$ cat src/rtl/adder_scheduler.sv
// adder_scheduler: round-robin arbiter that feeds one shared 16-bit ripple
// adder through a two-stage (operand / response) pipeline.

// 16-bit ripple-carry adder; purely combinational.
module ripple_adder #(
  parameter int W = 16
) (
  input  logic [W-1:0] a,
  input  logic [W-1:0] b,
  input  logic         ci,
  output logic [W-1:0] sum,
  output logic         co
);

  logic carry;

  // Propagate the carry bit by bit from LSB to MSB.
  always_comb begin
    sum   = '0;
    carry = ci;
    for (int i = 0; i < W; i++) begin
      sum[i] = a[i] ^ b[i] ^ carry;
      carry  = (a[i] & b[i]) | (carry & (a[i] ^ b[i]));
    end
    co = carry;
  end

endmodule

module adder_scheduler #(
  parameter int NREQ = 4,
  parameter int IDW  = $clog2(NREQ)
) (
  input  logic               Clk,
  input  logic               Reset_n,
  input  logic [NREQ-1:0]    Req_valid,
  input  logic [16*NREQ-1:0] Req_A,
  input  logic [16*NREQ-1:0] Req_B,
  output logic [NREQ-1:0]    Req_grant,
  output logic               Rsp_valid,
  input  logic               Rsp_ready,
  output logic [IDW-1:0]     Rsp_id,
  output logic [15:0]        Rsp_Sum,
  output logic               Rsp_CO,
  output logic               Busy
);

  // Operand stage (S1)
  logic           s1_v_q, s1_v_d;
  logic [IDW-1:0] s1_id_q, s1_id_d;
  logic [15:0]    s1_a_q, s1_a_d;
  logic [15:0]    s1_b_q, s1_b_d;

  // Response stage (S2)
  logic           rsp_valid_q, rsp_valid_d;
  logic [IDW-1:0] rsp_id_q, rsp_id_d;
  logic [15:0]    rsp_sum_q, rsp_sum_d;
  logic           rsp_co_q, rsp_co_d;

  // Round-robin pointer: index searched first on the next arbitration.
  logic [IDW-1:0] ptr_q, ptr_d;

  logic           s2_free, s1_adv, s1_free;
  logic           win_found, grant_en;
  logic [IDW-1:0] win_id;
  logic [15:0]    win_a, win_b;
  logic [15:0]    add_sum;
  logic           add_co;

  ripple_adder #(.W(16)) u_adder (
    .a   (s1_a_q),
    .b   (s1_b_q),
    .ci  (1'b0),
    .sum (add_sum),
    .co  (add_co)
  );

  // Pipeline advance conditions; a draining S2 frees S1 in the same cycle.
  always_comb begin
    s2_free = !rsp_valid_q | Rsp_ready;
    s1_adv  = s1_v_q & s2_free;
    s1_free = !s1_v_q | s1_adv;
  end

  // Winner search: first pass covers [ptr, NREQ-1], second pass wraps to
  // [0, ptr-1]. Two passes avoid modulo arithmetic for non-power-of-two NREQ.
  always_comb begin
    win_found = 1'b0;
    win_id    = '0;
    win_a     = '0;
    win_b     = '0;
    for (int i = 0; i < NREQ; i++) begin
      if (!win_found && Req_valid[i] && (IDW'(i) >= ptr_q)) begin
        win_found = 1'b1;
        win_id    = IDW'(i);
        win_a     = Req_A[16*i +: 16];
        win_b     = Req_B[16*i +: 16];
      end
    end
    for (int i = 0; i < NREQ; i++) begin
      if (!win_found && Req_valid[i]) begin
        win_found = 1'b1;
        win_id    = IDW'(i);
        win_a     = Req_A[16*i +: 16];
        win_b     = Req_B[16*i +: 16];
      end
    end
  end

  // Mealy grant; gated by Reset_n so nothing is granted while reset is held.
  always_comb begin
    grant_en  = Reset_n & s1_free & win_found;
    Req_grant = '0;
    for (int i = 0; i < NREQ; i++) begin
      Req_grant[i] = grant_en && (win_id == IDW'(i));
    end
  end

  // Next-state for S1, S2 and the pointer.
  always_comb begin
    s1_v_d      = s1_v_q;
    s1_id_d     = s1_id_q;
    s1_a_d      = s1_a_q;
    s1_b_d      = s1_b_q;
    rsp_valid_d = rsp_valid_q;
    rsp_id_d    = rsp_id_q;
    rsp_sum_d   = rsp_sum_q;
    rsp_co_d    = rsp_co_q;
    ptr_d       = ptr_q;

    if (grant_en) begin
      s1_v_d  = 1'b1;
      s1_id_d = win_id;
      s1_a_d  = win_a;
      s1_b_d  = win_b;
      ptr_d   = (win_id == IDW'(NREQ-1)) ? '0 : win_id + 1'b1;
    end else if (s1_adv) begin
      s1_v_d = 1'b0;
    end

    if (s1_adv) begin
      rsp_valid_d = 1'b1;
      rsp_id_d    = s1_id_q;
      rsp_sum_d   = add_sum;
      rsp_co_d    = add_co;
    end else if (Rsp_ready) begin
      rsp_valid_d = 1'b0;
    end
  end

  // State registers; asynchronous reset discards any in-flight work.
  always_ff @(posedge Clk or negedge Reset_n) begin
    if (!Reset_n) begin
      s1_v_q      <= 1'b0;
      s1_id_q     <= '0;
      s1_a_q      <= '0;
      s1_b_q      <= '0;
      rsp_valid_q <= 1'b0;
      rsp_id_q    <= '0;
      rsp_sum_q   <= '0;
      rsp_co_q    <= 1'b0;
      ptr_q       <= '0;
    end else begin
      s1_v_q      <= s1_v_d;
      s1_id_q     <= s1_id_d;
      s1_a_q      <= s1_a_d;
      s1_b_q      <= s1_b_d;
      rsp_valid_q <= rsp_valid_d;
      rsp_id_q    <= rsp_id_d;
      rsp_sum_q   <= rsp_sum_d;
      rsp_co_q    <= rsp_co_d;
      ptr_q       <= ptr_d;
    end
  end

  assign Rsp_valid = rsp_valid_q;
  assign Rsp_id    = rsp_id_q;
  assign Rsp_Sum   = rsp_sum_q;
  assign Rsp_CO    = rsp_co_q;
  assign Busy      = s1_v_q | rsp_valid_q;

endmodule

$ cat config.mk
export PLATFORM = sky130hd
export DESIGN_NAME = adder_scheduler
export DESIGN_NICKNAME = d
export VERILOG_FILES = /design/src/rtl/adder_scheduler.sv
export SDC_FILE = /design/constraint.sdc
export NUM_CORES = 1
export LEC_CHECK = 0
export CAP_MARGIN = 15
export CORE_ASPECT_RATIO = 0.9
export CORE_MARGIN = 3
export CORE_UTILIZATION = 47
export DETAILED_ROUTE_END_ITERATION = 10
export PLACE_DENSITY_LB_ADDON = 0.05
export SYNTH_ARGS = -nofsm -noshare
export SYNTH_HDL_FRONTEND = slang
export SYNTH_SLANG_ARGS = --single-unit
$ cat constraint.sdc
create_clock -name Clk -period 16.55 [get_ports Clk]
set_clock_uncertainty 0.2 [all_clocks]
set_input_delay 2.4825 -clock Clk [delete_from_list [all_inputs] [get_ports Clk]]
set_output_delay 2.4825 -clock Clk [all_outputs]
set_load 0.02 [all_outputs]
==> impl_metrics.yaml <==
setup_path:
  start_kind: "input port"
  r2r-start: "s1_a_q[0]$_DFFE_PN0P_"
  r2r.worst_path.cells: 20
  worstSetupEndpointType: "output port"
  crit_required_ps: 13870
  rrSetupSlack_ps: 9590
  timing.rr.end: "Rsp_Sum[15]$_DFFE_PN0P_"
  arrival_ps: 5630
  critPathMaxFanout: 21
  crit_type: "in -> out"
clock_network:
  cts_setup_buffers: 0
  numCtsBuffers: 9
  clock_path_buffers: 2
  cts.clk_slew.worst_paths_ps: 70
  cts-root-buf: "clkbuf_8"
  cts_hold_buffers: 0
  cts.htree.levels: 3
  post_cts_resized: 0
  cts.sinks: 57
  clkLatencyLatePin_ps: 340
  cts_tree: "built"
detailed_routing:
  wl_per_cell_um: 19.8
  viasPerCell: 6.18
  wl_met2_mm: 6.32
  wl_met1_mm: 5.06
  finalWirelength_mm: 12.8
  topRoutingLayerUsed: "met4"
  vias: 4006
  dr.pass1.iters: 6
  ant_nets: 0
  drc: 0
  dr_wl_met3_mm: 1.29
  first_iter_violations: 314
logic_synthesis:
  synth.distinct_cells: 48
  synth_ff_type: "dfrtp_1"
  synth_edf_count: 0
  syn-instance-count: 409
  synth_top_area_share: 0.366
  syn_area_per_cell_um2: 9.52
  synth_area_leader_cell: "dfrtp_1"
  async_flop_share: 1.00
  synth.area.top_cells: "dfrtp_1 37%, fa_1 7.7%, a222oi_1 5.1%"
  ys_seq_elements: 57
  yosysWarningCount: 0
  netlist_area_um2: 3890
  seq_area_frac_synth: 0.366
  synth_nets: 564
pwr:
  peakVddDrop_v: 0.0000820
  netSwitchingPower_mw: 0.297
  power.density_nw_per_um2: 131
  seqPwrFrac: 0.341
  switching_share: 0.404
  intPower_mw: 0.438
  p_clk_frac: 0.161
  p_leak_nw: 2.21
  pwr-share-comb: 0.498
placed_design:
  place.gp.congestion: 0.891
  numPortBuffers: 159
  dp_hpwl_mm: 9.41
  postPlaceCellArea_um2: 5440
timing:
  hold_viol: 0
  period_minus_slack_ps: 8320
  finalCritPeriodShare: 0.503
  relSlewSlack: 0.281
  setup_violations: 0
  max_freq_mhz: 120
  drv_slew: 0
  tightest_slew_ps: 1080
  rsz0062_at_grt: "false"
  tns_ps: 0
floorplanning:
  initial_utilization: 0.499
  row_count: 30
  fp.dieW_um: 102
  core_um2: 7810
  die-area_um2: 9410
  die_h_um: 92.4
  ios: 160
layout:
  nFillCells: 621
  seqCellArea_um2: 1430
  n_antenna_cell: 0
  layout-drive-gt1-share: 0.0815
  nets: 702
  area_growth_syn_to_layout_pct: 44.3
  design_area_um2: 5620
  finish.utilization: 0.720
  multi_input_area_um2: 2220
worst_hold_path:
  hold_path_class: "reg -> reg"
  min_to: "Rsp_Sum[1]$_DFFE_PN0P_"
  hp-start: "Rsp_Sum[1]$_DFFE_PN0P_"
  hold_depth: 2
global_route:
  grt_max_degree: 59
  grt_pass1_vias: 4215
  grt_pass1_wl_mm: 20.5
  gr-usage-all-layers: 0.277
  grt_overflow: 0
  antenna_found_initial: 0
outcome:
  status: "completed"
job:
  cap_violations: 0
layout make-up:
| type | instances | area share |
|---|---|---|
| tap | 96 | 0.0214 |
| timing repair buffer | 164 | 0.289 |
| inverter | 12 | 0.00802 |
| sequential | 57 | 0.254 |
| clock inverter | 6 | 0.00735 |
| multi-input combinational | 303 | 0.396 |
| clock buffer | 10 | 0.0245 |
worst max-delay path by stage:
stage / start / to / slack [ps] / cells after the start
final: Req_valid[1] / Req_grant[1] / 8230 / 8
after global routing: Req_valid[1] / Req_grant[3] / 8040 / 8
after CTS: Req_valid[1] / Req_grant[1] / 8250 / 8
after detailed placement: Req_valid[1] / Req_grant[3] / 8260 / 8
after global placement: Req_valid[1] / Req_grant[1] / 8380 / 8
after floorplan: Req_valid[1] / Req_grant[1] / 9950 / 10
worst max-delay path, stage by stage:
cell and delay (ps):
clkdlybuf4s50_1 970, o21ai_1 180, a21oi_2 820, nor2_2 150, inv_1 160, ha_1 160
and2_1 120, clkdlybuf4s50_1 590
sequential cells by signal, indices dropped and copies added, names as in the netlist:
name       flops
s1_id_q        2
s1_a_q        16
s1_b_q        16
s1_v_q         1
Rsp_CO         1
Rsp_valid      1
ptr_q          2
Rsp_Sum       16
Rsp_id         2
Yosys cell counts, drive strengths merged, types with 2 or more instances:
cell type,instances
dfrtp,57
a21oi,33
o21ai,33
nand2,31
nor2,26
buf,24
a222oi,20
a31oi,17
mux2,16
fa,15
clkbuf,13
inv,12
or3,11
a221oi,10
o22ai,10
nand3,9
a22o,7
nand2b,7
and3b,6
mux2i,6
o211ai,6
ha,5
o221ai,5
a2111oi,4
and2,4
nor2b,3
a211oi,2
a21boi,2
o311a,2
o31ai,2
or2,2
power by group through the flow:
stage | logic (mW) | clock network (mW) | registers, mW
after floorplan | 0.205 | 0 | 0.258
after CTS | 0.369 | 0.120 | 0.249
final | 0.366 | 0.119 | 0.250
after global placement | 0.355 | 0 | 0.250
after detailed placement | 0.366 | 0 | 0.252
after global routing | 0.406 | 0.126 | 0.258
layer usage:
metal | track usage | up-vias
met5 | 0 | -
met4 | 0.0656 | 0
met3 | 0.0693 | 17
met2 | 0.471 | 233
met1 | 0.355 | 1917
li1 | - | 1839
cells by family (layout without fill, tap and decap cells):
group	after synthesis	count (layout)	synth area share
AO/OA/AOI/OAI	155	155	0.272
buffers and inverters	49	192	0.0656
AND/OR/NAND/NOR	106	106	0.141
flip-flops	57	57	0.366
multiplexers	22	22	0.0617
adder cells (fa/ha/maj)	20	20	0.0932
cell usage in the layout (no fill, tap or decap), drive strengths merged, types with 2 or more instances in the layout:
cell type      instances
clkinvlp               3
clkbuf                10
nand2b                 7
clkdlybuf4s50        158
a22o                   7
o311a                  2
nand2                 31
nor2b                  3
o21ai                 33
o211ai                 6
dfrtp                 57
a211oi                 2
inv                   13
nand3                  9
fa                    15
or2                    2
and3b                  6
ha                     5
mux2                  16
or3                   11
clkinv                 2
buf                    6
o221ai                 5
a21oi                 33
o31ai                  2
a221oi                10
o22ai                 10
a31oi                 17
a2111oi                4
mux2i                  6
a21boi                 2
and2                   4
nor2                  26
a222oi                20
metrics by stage:
| step | instances | hold WS [ps] | setup slack, ps | power, mW |
|---|---|---|---|---|
| 3_3_place_gp | 632 | 265 | 8380 | 0.605 |
| 6_report | 648 | 290 | 8230 | 0.735 |
| 2_1_floorplan | 409 | 246 | 9950 | 0.463 |
| 5_1_grt | 648 | 319 | 8040 | 0.790 |
| 4_1_cts | 648 | 294 | 8250 | 0.737 |
| 3_5_place_dp | 632 | 279 | 8260 | 0.618 |
Note: power is estimated with default switching activity, not from simulation.
